### config.mk
export PLATFORM = sky130hd
export DESIGN_NAME = a_window_feeder
export DESIGN_NICKNAME = d
export VERILOG_FILES = /design/src/rtl/a_pkg.sv /design/src/rtl/a_window_bank.sv /design/src/rtl/a_window_feeder.sv
export SDC_FILE = /design/constraint.sdc
export NUM_CORES = 2
export LEC_CHECK = 0
export ABC_AREA = 0
export BUFFER_PORTS_ARGS = -buffer_cell sky130_fd_sc_hd__buf_4
export CAP_MARGIN = 20
export CORE_MARGIN = 2
export CORE_UTILIZATION = 35
export CTS_BUF_LIST = sky130_fd_sc_hd__clkbuf_2
export CTS_CLUSTER_SIZE = 14
export DETAILED_ROUTE_END_ITERATION = 10
export PLACE_DENSITY = 0.54
export SETUP_SLACK_MARGIN = 0.05
export SLEW_MARGIN = 20
export SYNTH_ARGS = -nofsm -noshare
export SYNTH_HDL_FRONTEND = slang
export SYNTH_SLANG_ARGS = --single-unit
### constraint.sdc
create_clock -name clk -period 5 [get_ports clk]
set_clock_uncertainty 0.1 [all_clocks]
set_input_delay 1.5 -clock clk [delete_from_list [all_inputs] [get_ports clk]]
set_output_delay 1.5 -clock clk [all_outputs]
set_load 0.02 [all_outputs]
### src/rtl/a_pkg.sv
// rtl/a_pkg.sv - shared constants, pixel type and stream FSM states for the window feeder
package a_pkg;

  localparam int LANES  = 5;
  localparam int INPUTS = 400;
  localparam int BEATS  = INPUTS / LANES;

  typedef logic [7:0] pixel_t;

  typedef enum logic [1:0] {
    IDLE,
    ZERO,
    STREAM,
    SAMPLE
  } feeder_state_t;

endpackage

### src/rtl/a_window_bank.sv
// rtl/a_window_bank.sv - one window of pixel storage, beat-wide write port and combinational read port
module a_window_bank
  import a_pkg::*;
#(
  localparam int AW = $clog2(BEATS)
) (
  input  logic                  clk,
  input  logic                  we_i,
  input  logic [AW-1:0]         waddr_i,
  input  pixel_t [LANES-1:0]    wdata_i,
  input  logic [AW-1:0]         raddr_i,
  output pixel_t [LANES-1:0]    rdata_o
);

  pixel_t [LANES-1:0] mem_q [BEATS];

  always_ff @(posedge clk) begin
    if (we_i) mem_q[waddr_i] <= wdata_i;
  end

  assign rdata_o = mem_q[raddr_i];

endmodule

### src/rtl/a_window_feeder.sv
// rtl/a_window_feeder.sv - collects a pixel window and replays it as z/en/d beats to the neuron array
// A_FEEDER_PINGPONG_EN selects two ping-pong banks; default is a single bank.
module a_window_feeder
  import a_pkg::*;
(
  input  logic               clk,
  input  logic               rst_n,
  input  logic               clr,
  input  logic               in_valid,
  output logic               in_ready,
  input  pixel_t [LANES-1:0] in_d,
  output logic               z,
  output logic               en,
  output pixel_t [LANES-1:0] d,
  output logic               sample,
  output logic               busy
);

  localparam int AW = $clog2(BEATS);
  localparam logic [AW-1:0] LAST = AW'(BEATS - 1);
`ifdef A_FEEDER_PINGPONG_EN
  localparam logic PINGPONG = 1'b1;
`else
  localparam logic PINGPONG = 1'b0;
`endif

  feeder_state_t      state_q, state_d;
  logic [AW-1:0]      fill_q, fill_d;
  logic [AW-1:0]      rd_q, rd_d;
  logic [1:0]         full_q, full_d;
  logic               wr_bank_q, wr_bank_d;
  logic               rd_bank_q, rd_bank_d;
  logic               in_ready_q, in_ready_d;
  pixel_t [LANES-1:0] d_q, d_d;
  pixel_t [LANES-1:0] rdata [2];
  logic               accept;
  logic               fill_done;

  assign accept    = in_valid && in_ready_q && !clr;
  assign fill_done = accept && (fill_q == LAST);

  a_window_bank u_bank0 (
    .clk     (clk),
    .we_i    (accept && !wr_bank_q),
    .waddr_i (fill_q),
    .wdata_i (in_d),
    .raddr_i (rd_d),
    .rdata_o (rdata[0])
  );

`ifdef A_FEEDER_PINGPONG_EN
  a_window_bank u_bank1 (
    .clk     (clk),
    .we_i    (accept && wr_bank_q),
    .waddr_i (fill_q),
    .wdata_i (in_d),
    .raddr_i (rd_d),
    .rdata_o (rdata[1])
  );
`else
  assign rdata[1] = '0;
`endif

  always_comb begin
    state_d   = state_q;
    fill_d    = fill_q;
    rd_d      = rd_q;
    full_d    = full_q;
    wr_bank_d = wr_bank_q;
    rd_bank_d = rd_bank_q;
    d_d       = d_q;

    if (accept) begin
      fill_d = fill_done ? '0 : fill_q + AW'(1);
      if (fill_done) begin
        full_d[wr_bank_q] = 1'b1;
        wr_bank_d         = wr_bank_q ^ PINGPONG;
      end
    end

    // A window completing this very cycle counts as waiting, so z follows the last accept directly.
    unique case (state_q)
      IDLE: begin
        if (full_q[rd_bank_q] || (fill_done && (wr_bank_q == rd_bank_q))) state_d = ZERO;
      end
      ZERO: begin
        state_d = STREAM;
        rd_d    = '0;
      end
      STREAM: begin
        if (rd_q == LAST) begin
          state_d = SAMPLE;
          rd_d    = '0;
        end else begin
          rd_d = rd_q + AW'(1);
        end
      end
      SAMPLE: begin
        full_d[rd_bank_q] = 1'b0;
        rd_bank_d         = rd_bank_q ^ PINGPONG;
        if (full_q[~rd_bank_q] || (fill_done && (wr_bank_q != rd_bank_q))) state_d = ZERO;
        else                                                              state_d = IDLE;
      end
    endcase

    if (clr) begin
      state_d   = IDLE;
      fill_d    = '0;
      rd_d      = '0;
      full_d    = '0;
      wr_bank_d = 1'b0;
      rd_bank_d = 1'b0;
    end

    // d is loaded one cycle ahead so the registered value lines up with en.
    if (state_d == STREAM) d_d = rdata[rd_bank_q];

    in_ready_d = !full_d[wr_bank_d] && (PINGPONG || (state_d == IDLE));
  end

  always_ff @(posedge clk or negedge rst_n) begin
    if (!rst_n) begin
      state_q    <= IDLE;
      fill_q     <= '0;
      rd_q       <= '0;
      full_q     <= '0;
      wr_bank_q  <= 1'b0;
      rd_bank_q  <= 1'b0;
      in_ready_q <= 1'b0;
      d_q        <= '0;
    end else begin
      state_q    <= state_d;
      fill_q     <= fill_d;
      rd_q       <= rd_d;
      full_q     <= full_d;
      wr_bank_q  <= wr_bank_d;
      rd_bank_q  <= rd_bank_d;
      in_ready_q <= in_ready_d;
      d_q        <= d_d;
    end
  end

  assign in_ready = in_ready_q;
  assign z        = (state_q == ZERO);
  assign en       = (state_q == STREAM);
  assign sample   = (state_q == SAMPLE);
  assign d        = d_q;
  assign busy     = (fill_q != '0) || (state_q != IDLE) || (|full_q);

endmodule

==> reports/metrics.cfg <==
[synthesis]
synth_common_cells = 3200 x edfxtp_1, 1962 x nand2_1, 529 x nand3_1, 388 x and3_1, 371 x a211oi_1
synth_xor_area_share_pct = 0.0136
synth_compound_area_share_pct = 8.38
yosys.area.top_type = edfxtp_1
ys_top_cells_by_area = edfxtp_1 75%, nand2_1 5.7%, a211oi_1 2.2%, nand3_1 2.1%, and3_1 1.9%
muxShareOfSynthArea_pct = 2.45
synth_edf_count = 3200
synth_warnings = 0
yosysMostFrequentCell = edfxtp_1
syn_nets = 8903
synth_top_family_by_area = simple AND/OR/NAND/NOR gates
ys_seq_area_share_pct = 75.8
synthSimpleGateAreaFrac_pct = 10.9
netlist.area_leader.share_pct = 74.6
yosysUniqueCellTypes = 83
async_reset_ff_share_pct = 1.84
syn_area_sq_mm = 0.129
ys.flop_type = edfxtp_1
ys_ff_latch = 3260
synth_cells = 8851
synth_fa_ha_area_share_pct = 0.0777
avgSynthCellArea_sq_um = 14.6

[power]
p_leak_uw = 0.0501
ir_drop_mv = 0.215
p_per_area_mw_per_mm2 = 357

[global_routing]
grt.total_usage_pct = 23.9
grt_pass1_wl_mm = 638
grt_pass1_vias = 83700
grt-ovfl-total = 0
antenna_found_initial = 38
grt_max_degree = 94

[worst_setup_path]
required_ps = 6660
rrSetupSlack_ps = 160
r2r_start = state_q[1]
cp-start-kind = flop
max_stage_delay_ps = 550
worstSetupPathType = flop to flop
crit_top_cell = buf_4
cp_max_fo = 52
crit_arrival_ps = 6500
setup.worst_path.end_class = flop
crit_start = state_q[1]
cp_cell_sequence = buf_4, ha_1, nand2b_1, a21oi_1, o21ai_4, inv_8, buf_12, buf_4, a211oi_1, a31oi_1, o22ai_1, nor4_2, o21ai_0, buf_4, a21oi_1
cp_slowest_cell = nor4_2
reg2reg_depth = 15
regToRegEndpoint = d[17]

[routing]
ant_nets = 0
routed_wl_mm = 459
viasPerCell = 5.73
drc = 0
dr.first_iter.drc_count = 11700
detailedRoute.firstPassIterationCount = 6
avgRoutedWirePerCell_um = 30.1
num_vias = 87200

[cells_and_area]
utilization_pct = 40.5
fin_nets = 9840
syn_to_final_growth_pct = 15.1
drive_gt1_share_pct = 20.8
regArea_sq_mm = 0.0976
multi_input_area_sq_mm = 0.0288
fillers = 34000

[sta]
min_period_ps = 4840
setup_ws_ps = 162
worstMarginPinSlew_ps = 1260
drv_slew = 0
setup_tns_ps = 0
slew_headroom_pct = 15.9
max_freq_ghz = 0.207
rsz0062_at_grt = false
period_share_pct = 96.8
finalHoldViolCount = 0
setup_viol = 0
timing.hold.ws_ps = 469

[floorplanning]
die_h_um = 611
die-width_um = 611
rows = 222
io_pins = 89
dieArea_sq_mm = 0.373
start_util_pct = 35.2
core_sq_mm = 0.366

[cts]
cts_max_level = 6
cts_buffers = 789
clk_pin_slew_worst_paths_ps = 120
cts_tree = done
clkSinkCount = 3260
cts_root_buffer = clkbuf_2
clk_latency_ps = 1960
cts_buffer_depth = 4

[placed_design]
gp_routability_congestion = 0.876
port_buffers = 88
dpl_worst_slack_ps = -508
post-dp-hpwl_mm = 270

[hold_path]
hold_depth = 2
min_from = d[22]
min_to = d[22]
hold_path.class = flop to flop

[status]
status = finished, final reports clean

[run]
cap_violations = 0

[worst max-delay path, delay by kind of cell (launching register included)]
| kind | cells | cell delay (ps) |
|---|---|---|
| AO/OA/AOI/OAI | 7 | 1680 |
| adder cells (fa/ha/maj) | 1 | 300 |
| buffers and inverters | 5 | 1400 |
| flip-flops | 1 | 400 |
| AND/OR/NAND/NOR | 2 | 700 |
[how the worst max path moves through the flow]
| stage | endpoint | slack, ps | cells past startpoint |
|---|---|---|---|
| 6_report | d[17] | 160 | 15 |
| 5_1_grt | busy | 40 | 3 |
| 4_1_cts | busy | 40 | 5 |
| 3_5_place_dp | d[17] | -510 | 13 |
| 3_3_place_gp | d[17] | -540 | 13 |
| 2_1_floorplan | u_bank0.mem_q[61][0] | 280 | 6 |
[power by group]
group | switching (uW) | total, uW | internal [uW]
registers | 441 | 30600 | 30200
logic | 3220 | 4690 | 1470
clock network | 10900 | 17600 | 6690
[flip-flops by register name (all words and copies together) (netlist names)]
name	count
u_bank0.mem_q	3200
d	40
fill_q	7
rd_q	7
full_q	2
state_q	2
in_ready	1
wr_bank_q	1
[metrics by stage]
stage               cell area, sq um  instances  total power, uW
detailed placement            141000      13800            35800
global route                  148000      15200            54800
finish                        148000      15200            52900
global placement              141000      13800            35700
floorplan                     129000       8851            33000
CTS                           148000      15200            53200
[cell usage in the layout (no fill, tap or decap), types with 96 or more instances in the layout]
master,n
a31oi_1,302
a311oi_1,230
and3_1,388
buf_4,532
nor2_1,96
mux2i_1,98
nand2_1,1960
a21oi_1,208
buf_12,205
a211oi_1,371
nand3_1,529
clkbuf_2,1159
edfxtp_1,3200
clkinv_1,177
o21ai_0,97
[final cells by class]
| class | instances | area share [%] |
|---|---|---|
| sequential | 3260 | 65.8 |
| inverter | 18 | 0.0650 |
| clock inverter | 254 | 0.883 |
| tap | 4816 | 4.06 |
| multi-input combinational | 4935 | 19.4 |
| antenna | 11 | 0.0186 |
| timing repair buffer | 784 | 5.78 |
| clock buffer | 1159 | 3.91 |
[kinds of logic after synthesis]
logic type / count (synthesis)
AO/OA/AOI/OAI: 1525
adder cells (fa/ha/maj): 8
XOR/XNOR: 2
buffers and inverters: 656
AND/OR/NAND/NOR: 3208
flip-flops: 3260
multiplexers: 192
[per-layer routing]
metal | wire length (um) | GRT usage [%] | part of all wire, %
met1 | 179000 | 31.5 | 39
met2 | 218000 | 39.0 | 48
met3 | 42700 | 4.38 | 9.3
met4 | 18200 | 9.22 | 4.0
met5 | 110 | 0 | 0.024
[repair_timing]
| action | 4_1_cts | 5_1_grt |
|---|---|---|
| endpoints found under the hold margin | 1455 | 0 |
| resized for setup | 10 | 1 |
| pin swaps | 2 | 0 |
| setup endpoints to repair | 3 | 1 |
| hold buffers | 44 | 0 |
| setup buffers | 4 | 0 |
No activity file was read; power rests on OpenSTA's default activity.
